[config.mk]
export PLATFORM = sky130hd
export DESIGN_NAME = pc_fetch_stage_flat
export DESIGN_NICKNAME = d
export VERILOG_FILES = /design/src/rtl/pc_fetch_stage_if.sv /design/src/rtl/pc_fetch_stage.sv /design/src/flat_wrapper.sv
export SDC_FILE = /design/constraint.sdc
export NUM_CORES = 1
export LEC_CHECK = 0
export BUFFER_PORTS_ARGS = -buffer_cell sky130_fd_sc_hd__buf_2
export CAP_MARGIN = 20
export CORE_MARGIN = 5
export CORE_UTILIZATION = 55
export DETAILED_ROUTE_END_ITERATION = 10
export PLACE_DENSITY_LB_ADDON = 0.3
export SETUP_SLACK_MARGIN = 0.3
export SYNTH_ARGS = -nofsm -noshare
export SYNTH_HDL_FRONTEND = slang
export SYNTH_SLANG_ARGS = --single-unit
[constraint.sdc]
create_clock -name clk -period 5.4 [get_ports clk]
set_input_delay 1.08 -clock clk [delete_from_list [all_inputs] [get_ports clk]]
set_output_delay 1.08 -clock clk [all_outputs]
set_load 0.005 [all_outputs]
[src/rtl/pc_fetch_stage_if.sv]
// Instruction-memory port of the fetch stage: one request channel (valid/ready)
// and one response channel (valid only; memory never back-pressures a response).
interface pc_fetch_stage_if #(
  parameter int PC_W = 30
);
  // Handshake: a request transfers on a clock edge where imem_req_valid and
  // imem_req_ready are both 1; imem_resp_valid is a single-cycle strobe with no ready.
  logic            imem_req_valid;
  logic [PC_W-1:0] imem_req_addr;
  logic            imem_req_ready;
  logic            imem_resp_valid;
  logic [31:0]     imem_resp_data;

  modport master (
    output imem_req_valid,
    output imem_req_addr,
    input  imem_req_ready,
    input  imem_resp_valid,
    input  imem_resp_data
  );

  modport slave (
    input  imem_req_valid,
    input  imem_req_addr,
    output imem_req_ready,
    output imem_resp_valid,
    output imem_resp_data
  );
endinterface

[src/rtl/pc_fetch_stage.sv]
// Fetch stage: PC register, single-outstanding instruction fetch, IF/ID register
// with a one-entry stall buffer, and redirect/flush handling for the front end.
module pc_fetch_stage #(
  parameter int              PC_W     = 30,
  parameter logic [PC_W-1:0] RESET_PC = '0
) (
  input  logic             clk,
  input  logic             rst,
  input  logic [PC_W-1:0]  next_pc,
  input  logic             pc_redirect,
  input  logic             id_stall,
  output logic [PC_W-1:0]  cur_pc,
  pc_fetch_stage_if.master imem,
  output logic             ifid_valid,
  output logic [PC_W-1:0]  ifid_pc,
  output logic [PC_W-1:0]  ifid_pc_plus1,
  output logic [31:0]      ifid_instr,
  output logic [2:0]       state_dbg
);

  typedef enum logic [2:0] {
    IDLE = 3'd0,
    REQ  = 3'd1,
    WAIT = 3'd2,
    FULL = 3'd3,
    DROP = 3'd4
  } state_t;

  state_t          state;
  logic [PC_W-1:0] req_pc;
  logic [PC_W-1:0] buf_pc;
  logic [31:0]     buf_instr;
  logic            accept;
  logic            resp;

  assign accept = imem.imem_req_valid & imem.imem_req_ready;
  assign resp   = imem.imem_resp_valid;

  assign imem.imem_req_valid = (state == REQ);
  assign imem.imem_req_addr  = cur_pc;
  assign ifid_pc_plus1       = ifid_pc + PC_W'(1);
  assign state_dbg           = state;

  always_ff @(posedge clk) begin
    if (rst) begin
      state      <= IDLE;
      cur_pc     <= RESET_PC;
      req_pc     <= '0;
      buf_pc     <= '0;
      buf_instr  <= '0;
      ifid_valid <= 1'b0;
      ifid_pc    <= '0;
      ifid_instr <= '0;
    end else if (pc_redirect) begin
      // A request accepted at the stale PC, or one still in flight, leaves a
      // response behind that DROP must swallow before the next request.
      cur_pc     <= next_pc;
      ifid_valid <= 1'b0;
      case (state)
        IDLE:    state <= IDLE;
        REQ:     state <= accept ? DROP : REQ;
        WAIT:    state <= resp ? REQ : DROP;
        FULL:    state <= REQ;
        DROP:    state <= resp ? REQ : DROP;
        default: state <= IDLE;
      endcase
    end else begin
      if (!id_stall) ifid_valid <= 1'b0;
      case (state)
        IDLE: state <= REQ;
        REQ: begin
          if (accept) begin
            cur_pc <= next_pc;
            req_pc <= cur_pc;
            state  <= WAIT;
          end
        end
        WAIT: begin
          if (resp) begin
            if (!ifid_valid || !id_stall) begin
              ifid_valid <= 1'b1;
              ifid_pc    <= req_pc;
              ifid_instr <= imem.imem_resp_data;
              state      <= REQ;
            end else begin
              buf_pc    <= req_pc;
              buf_instr <= imem.imem_resp_data;
              state     <= FULL;
            end
          end
        end
        FULL: begin
          if (!id_stall) begin
            ifid_valid <= 1'b1;
            ifid_pc    <= buf_pc;
            ifid_instr <= buf_instr;
            state      <= REQ;
          end
        end
        DROP: begin
          if (resp) state <= REQ;
        end
        default: state <= IDLE;
      endcase
    end
  end

endmodule
[src/flat_wrapper.sv]
// flat-port wrapper written by rule: the top's interface ports become plain ports
module pc_fetch_stage_flat 
#(
  parameter int              PC_W     = 30,
  parameter logic [PC_W-1:0] RESET_PC = '0
)
  (clk, rst, next_pc, pc_redirect, id_stall, cur_pc, ifid_valid, ifid_pc, ifid_pc_plus1, ifid_instr, state_dbg, imem_imem_req_valid, imem_imem_req_addr, imem_imem_req_ready, imem_imem_resp_valid, imem_imem_resp_data);
  pc_fetch_stage_if #(.PC_W(PC_W)) imem_i ();
  input  logic clk;
  input  logic rst;
  input  logic [PC_W-1:0] next_pc;
  input  logic pc_redirect;
  input  logic id_stall;
  output logic [PC_W-1:0] cur_pc;
  output logic ifid_valid;
  output logic [PC_W-1:0] ifid_pc;
  output logic [PC_W-1:0] ifid_pc_plus1;
  output logic [31:0] ifid_instr;
  output logic [2:0] state_dbg;
  output wire logic [$bits(imem_i.imem_req_valid)-1:0] imem_imem_req_valid;
  output wire logic [$bits(imem_i.imem_req_addr)-1:0] imem_imem_req_addr;
  input wire logic [$bits(imem_i.imem_req_ready)-1:0] imem_imem_req_ready;
  input wire logic [$bits(imem_i.imem_resp_valid)-1:0] imem_imem_resp_valid;
  input wire logic [$bits(imem_i.imem_resp_data)-1:0] imem_imem_resp_data;
  assign imem_imem_req_valid = imem_i.imem_req_valid;
  assign imem_imem_req_addr = imem_i.imem_req_addr;
  assign imem_i.imem_req_ready = imem_imem_req_ready;
  assign imem_i.imem_resp_valid = imem_imem_resp_valid;
  assign imem_i.imem_resp_data = imem_imem_resp_data;
  pc_fetch_stage #(.PC_W(PC_W), .RESET_PC(RESET_PC)) u_core (.clk(clk), .rst(rst), .next_pc(next_pc), .pc_redirect(pc_redirect), .id_stall(id_stall), .cur_pc(cur_pc), .imem(imem_i), .ifid_valid(ifid_valid), .ifid_pc(ifid_pc), .ifid_pc_plus1(ifid_pc_plus1), .ifid_instr(ifid_instr), .state_dbg(state_dbg));
endmodule
==> flow_summary.json, run 1 <==
{
  "status": "completed",
  "grt_util_all_layers": 0.245,
  "wl_mm": 21.2,
  "start_util": 0.556,
  "clkTransAtPathRegs_ns": 0.07,
  "postCtsHoldBufs": 0,
  "grt.overflow.total": 0,
  "rows": 44,
  "cts_root_buf": "clkbuf_16",
  "drc_errors": 0,
  "layout-drive-gt1-share": 0.233,
  "synth_fp_nets": 1109,
  "numCtsBuffers": 17,
  "yosys_warnings": 0,
  "die_area_um2": 17000,
  "synth_cells": 1040,
  "min_period_over_period": 0.642,
  "gp_congestion": 0.880,
  "wire_per_inst_um": 15.5,
  "grt_max_degree": 128,
  "power_uw": 2830,
  "drtPass1Iterations": 6,
  "worst_pin_slew_ns": 0.993,
  "syn2layout_area_growth_pct": 18.8,
  "placed_area_um2": 8870,
  "antenna_left": 0,
  "synth.most_common_cell": "nand2_1",
  "h-tree-depth": 4,
  "finalHoldViolCount": 0,
  "grt_pass1_wl_mm": 33.6,
  "rsz0062_at_grt": "false",
  "fin_tns_setup_ns": 0,
  "cap_violations": 0,
  "ys_seq_area_frac": 0.471,
  "antenna_found_initial": 0,
  "syn-cell-area_um2": 7980,
  "drtIter0Drc": 676,
  "ir_drop_v": 0.000216,
  "leakage_uw": 0.00373,
  "nets": 1247,
  "fin_worst_skew_ns": 0.00684,
  "yosysTopAreaCellShare": 0.471,
  "postCtsSetupRepairBufs": 0,
  "setup-violations-final": 0,
  "crit_type": "flop to primary output",
  "ys_async_sr_fraction": 0,
  "synth_common_cells": "nand2_1 (318), dfxtp_1 (188), a21oi_1 (125)",
  "grt_pass1_vias": 6710,
  "yosys.area.top_type": "dfxtp_1",
  "diodes": 0,
  "stdcell_area_um2": 9480,
  "place_hpwl_mm": 13.8,
  "path_max_fanout": 7,
  "dieHeight_um": 130,
  "die_x_um": 130,
  "max_freq_mhz": 288,
  "drv_slew": 0,
  "vias": 7486,
  "worst_hold_path_type": "flop to flop",
  "slew_headroom": 0.338,
  "avgSynthCellArea_um2": 7.68,
  "clk_path_buf_depth": 2,
  "p_per_area_nw_per_um2": 298,
  "ys_seq_elements": 188,
  "timing.final.crit_period_ns": 3.47,
  "worst_ep_arrival_time_ns": 2.39,
  "clk_latency_ns": 0.43,
  "portBuffers": 224,
  "synth_edf_count": 0,
  "endpoint_kind": "primary output",
  "critPathRequiredTime_ns": 4.32,
  "synth.distinct_cells": 37,
  "coreArea_um2": 14400,
  "critPathLaunchType": "flop",
  "nFillCells": 1304,
  "ys.flop_type": "dfxtp_1",
  "io_pins": 225,
  "final_core_util": 0.660,
  "synth_area_leaders": "dfxtp_1 (47%), nand2_1 (15%), a21oi_1 (7.8%), a311oi_1 (6.8%), nand3_1 (5.0%)",
  "via_per_inst": 5.44,
  "cts_tree": "built",
  "cts_resized": 0,
  "clock-sinks": 188
}
worst max-delay path: stages, from the launching register on:
cell     delay, ns
dfxtp_1       0.44
nand4_1       0.27
or4_4         0.62
nor4_2        0.33
xor2_1        0.17
buf_2         0.13
worst paths after layout:
kind,startpoint,endpoint,slack [ns],cells after the start
max,u_core.ifid_pc[2],ifid_pc_plus1[27],1.93,5
min,u_core.buf_pc[10],u_core.buf_pc[10],0.46,2
max reg2reg,u_core.state_dbg[0],u_core.cur_pc[24],2.36,5
min reg2reg,u_core.buf_pc[10],u_core.buf_pc[10],0.46,2
stage by stage:
| step | cells | setup slack (ns) | hold WS [ns] |
|---|---|---|---|
| global route | 1375 | 1.73 | 0.477 |
| CTS | 1374 | 1.93 | 0.456 |
| detailed placement | 1342 | 2.13 | 0.447 |
| global placement | 1342 | 2.21 | 0.441 |
| finish | 1375 | 1.93 | 0.456 |
| floorplan | 1040 | 2.69 | 0.437 |
layout by cell type (no fill, tap or decap), types with 3 or more instances in the layout:
cell          n
a311oi_1     62
and3_1        3
nand2_1     317
buf_4        10
clkbuf_16    17
nand3_1      79
nor2_1       70
nand4_1      10
buf_2       223
xor2_1        8
xnor2_1      21
inv_1         5
o21ai_0       3
nor2b_1       3
clkinvlp_4    4
clkinv_4      5
a21oi_1     124
nor3_1        5
dfxtp_1     187
logic make-up (layout without fill, tap and decap cells):
logic type / count (synthesis) / in the layout / share of synthesized area
and+or+nand+nor: 503 / 503 / 0.264
AOI/OAI and AO/OA: 198 / 198 / 0.157
DFF: 188 / 188 / 0.471
buffers and inverters: 121 / 272 / 0.0740
xor gates and xnor gates: 29 / 29 / 0.0318
adders and majority gates: 1 / 1 / 0.00157
final cells by class:
type                    count  area, µm²  share of cell area
flip-flops and latches    188       3760               0.397
multi-input cells         731       3650               0.385
repair buffers            235       1220               0.128
clock buffers              19        453              0.0478
well taps                 184        230              0.0243
clock inverters            13        144              0.0152
inverters                   5       18.8             0.00198
flip-flops by register name (all words and copies together), names as in the netlist:
register,cells
u_core.state_dbg,3
u_core.buf_instr,32
u_core.ifid_valid,1
u_core.cur_pc,30
u_core.ifid_pc,30
u_core.req_pc,30
u_core.buf_pc,30
u_core.ifid_instr,32
layer usage:
layer | vias up | global-route usage | routed length, µm | share of wire
met5 | - | 0 | 0 | 0
met4 | 0 | 0.0690 | 242 | 0.011
met3 | 21 | 0.0589 | 1700 | 0.080
met2 | 250 | 0.376 | 9680 | 0.46
met1 | 3431 | 0.346 | 9630 | 0.45
li1 | 3784 | - | - | -
report_power, final:
group          internal [µW]  switching [µW]  total, µW
sequential              1400            25.6       1430
clock                    707             530       1240
combinational           60.9            99.5        160
total                   2170             656       2830
(Power assumes the default switching activity.)
==> run 2: changes to the inputs <==
--- a/config.mk
+++ b/config.mk
@@ -8,7 +8,7 @@
 export BUFFER_PORTS_ARGS = -buffer_cell sky130_fd_sc_hd__buf_2
 export CAP_MARGIN = 20
 export CORE_MARGIN = 5
-export CORE_UTILIZATION = 55
+export CORE_UTILIZATION = 52
 export DETAILED_ROUTE_END_ITERATION = 10
 export PLACE_DENSITY_LB_ADDON = 0.3
 export SETUP_SLACK_MARGIN = 0.3
==> constraint.sdc (replaced) <==
create_clock -name clk -period 3.6 [get_ports clk]
set_input_delay 0.72 -clock clk [delete_from_list [all_inputs] [get_ports clk]]
set_output_delay 0.72 -clock clk [all_outputs]
set_load 0.005 [all_outputs]
==> flow_summary.json, run 2 (synthesis gave the netlist of run 1 again) <==
{
  "instances_no_fill": 1382,
  "antenna_left": 0,
  "die_area_um2": 17900,
  "slowest_delay_ns": 0.70,
  "drv_slew": 0,
  "stdcell_area_um2": 9520,
  "clk_latency_ns": 0.43,
  "nets": 1250,
  "drtIter0Drc": 725,
  "grt_pass1_wl_mm": 34.7,
  "path_cells": "nand4_1, nor4_1, nand4_1, xnor2_1, buf_2",
  "io_pins": 225,
  "coreArea_um2": 15100,
  "layout_common_cells": "nand2_1 (317), buf_2 (223), dfxtp_1 (187), a21oi_1 (124), nand3_1 (79)",
  "numCtsBuffers": 17,
  "final_core_util": 0.628,
  "placed_area_um2": 8930,
  "min_period_over_period": 0.851,
  "slew_headroom": 0.265,
  "p_per_area_nw_per_um2": 447,
  "wire_per_inst_um": 15.7,
  "grt_pass1_vias": 6727,
  "clkTransAtPathRegs_ns": 0.07,
  "cts_tree": "built",
  "max_freq_mhz": 326,
  "crit_type": "flop to primary output",
  "cp_slowest_cell": "nor4_1",
  "cts_root_buf": "clkbuf_16",
  "rsz0062_at_grt": "false",
  "critPathLaunchType": "flop",
  "vias": 7615,
  "path_max_fanout": 7,
  "timing.final.crit_period_ns": 3.06,
  "syn2layout_area_growth_pct": 19.2,
  "seqCellArea_um2": 3760,
  "layout_commonest_cell": "nand2_1",
  "leakage_uw": 0.00375,
  "rows": 45,
  "dp_cells": 1350,
  "start_util": 0.527,
  "antenna_found_initial": 0,
  "postCtsHoldBufs": 0,
  "wl_mm": 21.6,
  "finalHoldViolCount": 0,
  "gp_congestion": 0.787,
  "dieHeight_um": 134,
  "diodes": 0,
  "place_hpwl_mm": 14.1,
  "die_x_um": 134,
  "ir_drop_v": 0.000341,
  "status": "completed",
  "clk_path_buf_depth": 2,
  "cts_resized": 0,
  "cpMostUsedCell": "nand4_1",
  "fin_ws_ns": 0.536,
  "drc_errors": 0,
  "grt.overflow.total": 0,
  "grt_util_all_layers": 0.235,
  "fin_worst_skew_ns": 0.0103,
  "h-tree-depth": 4,
  "worst_hold_path_type": "flop to flop",
  "via_per_inst": 5.51,
  "worst_pin_slew_ns": 1.10,
  "dp_worst_setup_slack_ns": 0.952,
  "postCtsSetupRepairBufs": 0,
  "grt_max_degree": 148,
  "endpoint_kind": "primary output",
  "drtPass1Iterations": 5,
  "portBuffers": 224,
  "layout-drive-gt1-share": 0.235,
  "clock-sinks": 188,
  "fin_tns_setup_ns": 0,
  "nFillCells": 1401,
  "cap_violations": 0,
  "critPathRequiredTime_ns": 2.88,
  "multiInputGateArea_um2": 3650,
  "reg_top3": "u_core.buf_instr x32, u_core.ifid_instr x32",
  "setup-violations-final": 0,
  "worst_ep_arrival_time_ns": 2.34
}
==> run 2: cell types whose count changed in the layout (fill, tap and decap cells not counted), sizes merged <==
| cell | previous run | this run |
|---|---|---|
| clkinvlp | 4 | 2 |
| clkinv | 7 | 3 |
| clkbuf | 19 | 18 |
| inv | 5 | 13 |
| bufinv | 2 | 1 |
| buf | 235 | 238 |
==> run 2: per-stage QoR <==
step                      hold slack, ns  total power [µW]
after floorplan                    0.437              2330
after global placement             0.441              2430
after detailed placement           0.447              2430
after CTS                          0.456              4280
after global routing               0.470              4390
final                              0.455              4260
==> run 2: final timing paths <==
| check | startpoint | end | slack (ns) | cells after the start |
|---|---|---|---|---|
| worst min-delay path | u_core.buf_pc[9] | u_core.buf_pc[9] | 0.45 | 2 |
| worst max register to register | u_core.state_dbg[1] | u_core.ifid_pc[26] | 1.11 | 5 |
| worst min register to register | u_core.buf_pc[9] | u_core.buf_pc[9] | 0.45 | 2 |
| worst max-delay path | u_core.ifid_pc[2] | ifid_pc_plus1[29] | 0.54 | 5 |
==> run 2: power breakdown <==
part / internal, µW / total, µW / switching, µW / leakage (µW)
Clock: 1000 / 1870 / 868 / 0.000284
Combinational: 91.7 / 243 / 151 / 0.00195
Sequential: 2110 / 2140 / 38.6 / 0.00152
Total: 3200 / 4260 / 1060 / 0.00375
==> run 2: final cells by class <==
cell class,instances,share of cell area
sequential,188,0.396
clock inverter,14,0.0156
timing repair buffer,238,0.132
inverter,5,0.00197
tap,188,0.0247
clock buffer,18,0.0461
multi-input combinational,731,0.384
==> run 2: worst max-delay path, delay by kind of cell, from the launching register on <==
kind / cells / cell delay, ns
XOR/XNOR: 1 / 0.18
buffers and inverters: 1 / 0.13
flip-flops: 1 / 0.44
AND/OR/NAND/NOR: 3 / 1.16
==> run 2: metal layers <==
layer  vias to the layer above  global-route usage  part of all wire
met1                      3535               0.337              0.46
met2                       269               0.358              0.45
met3                        22              0.0499             0.074
met4                         0              0.0669             0.014
met5                         -                   0                 0
li1                       3789                   -                 -
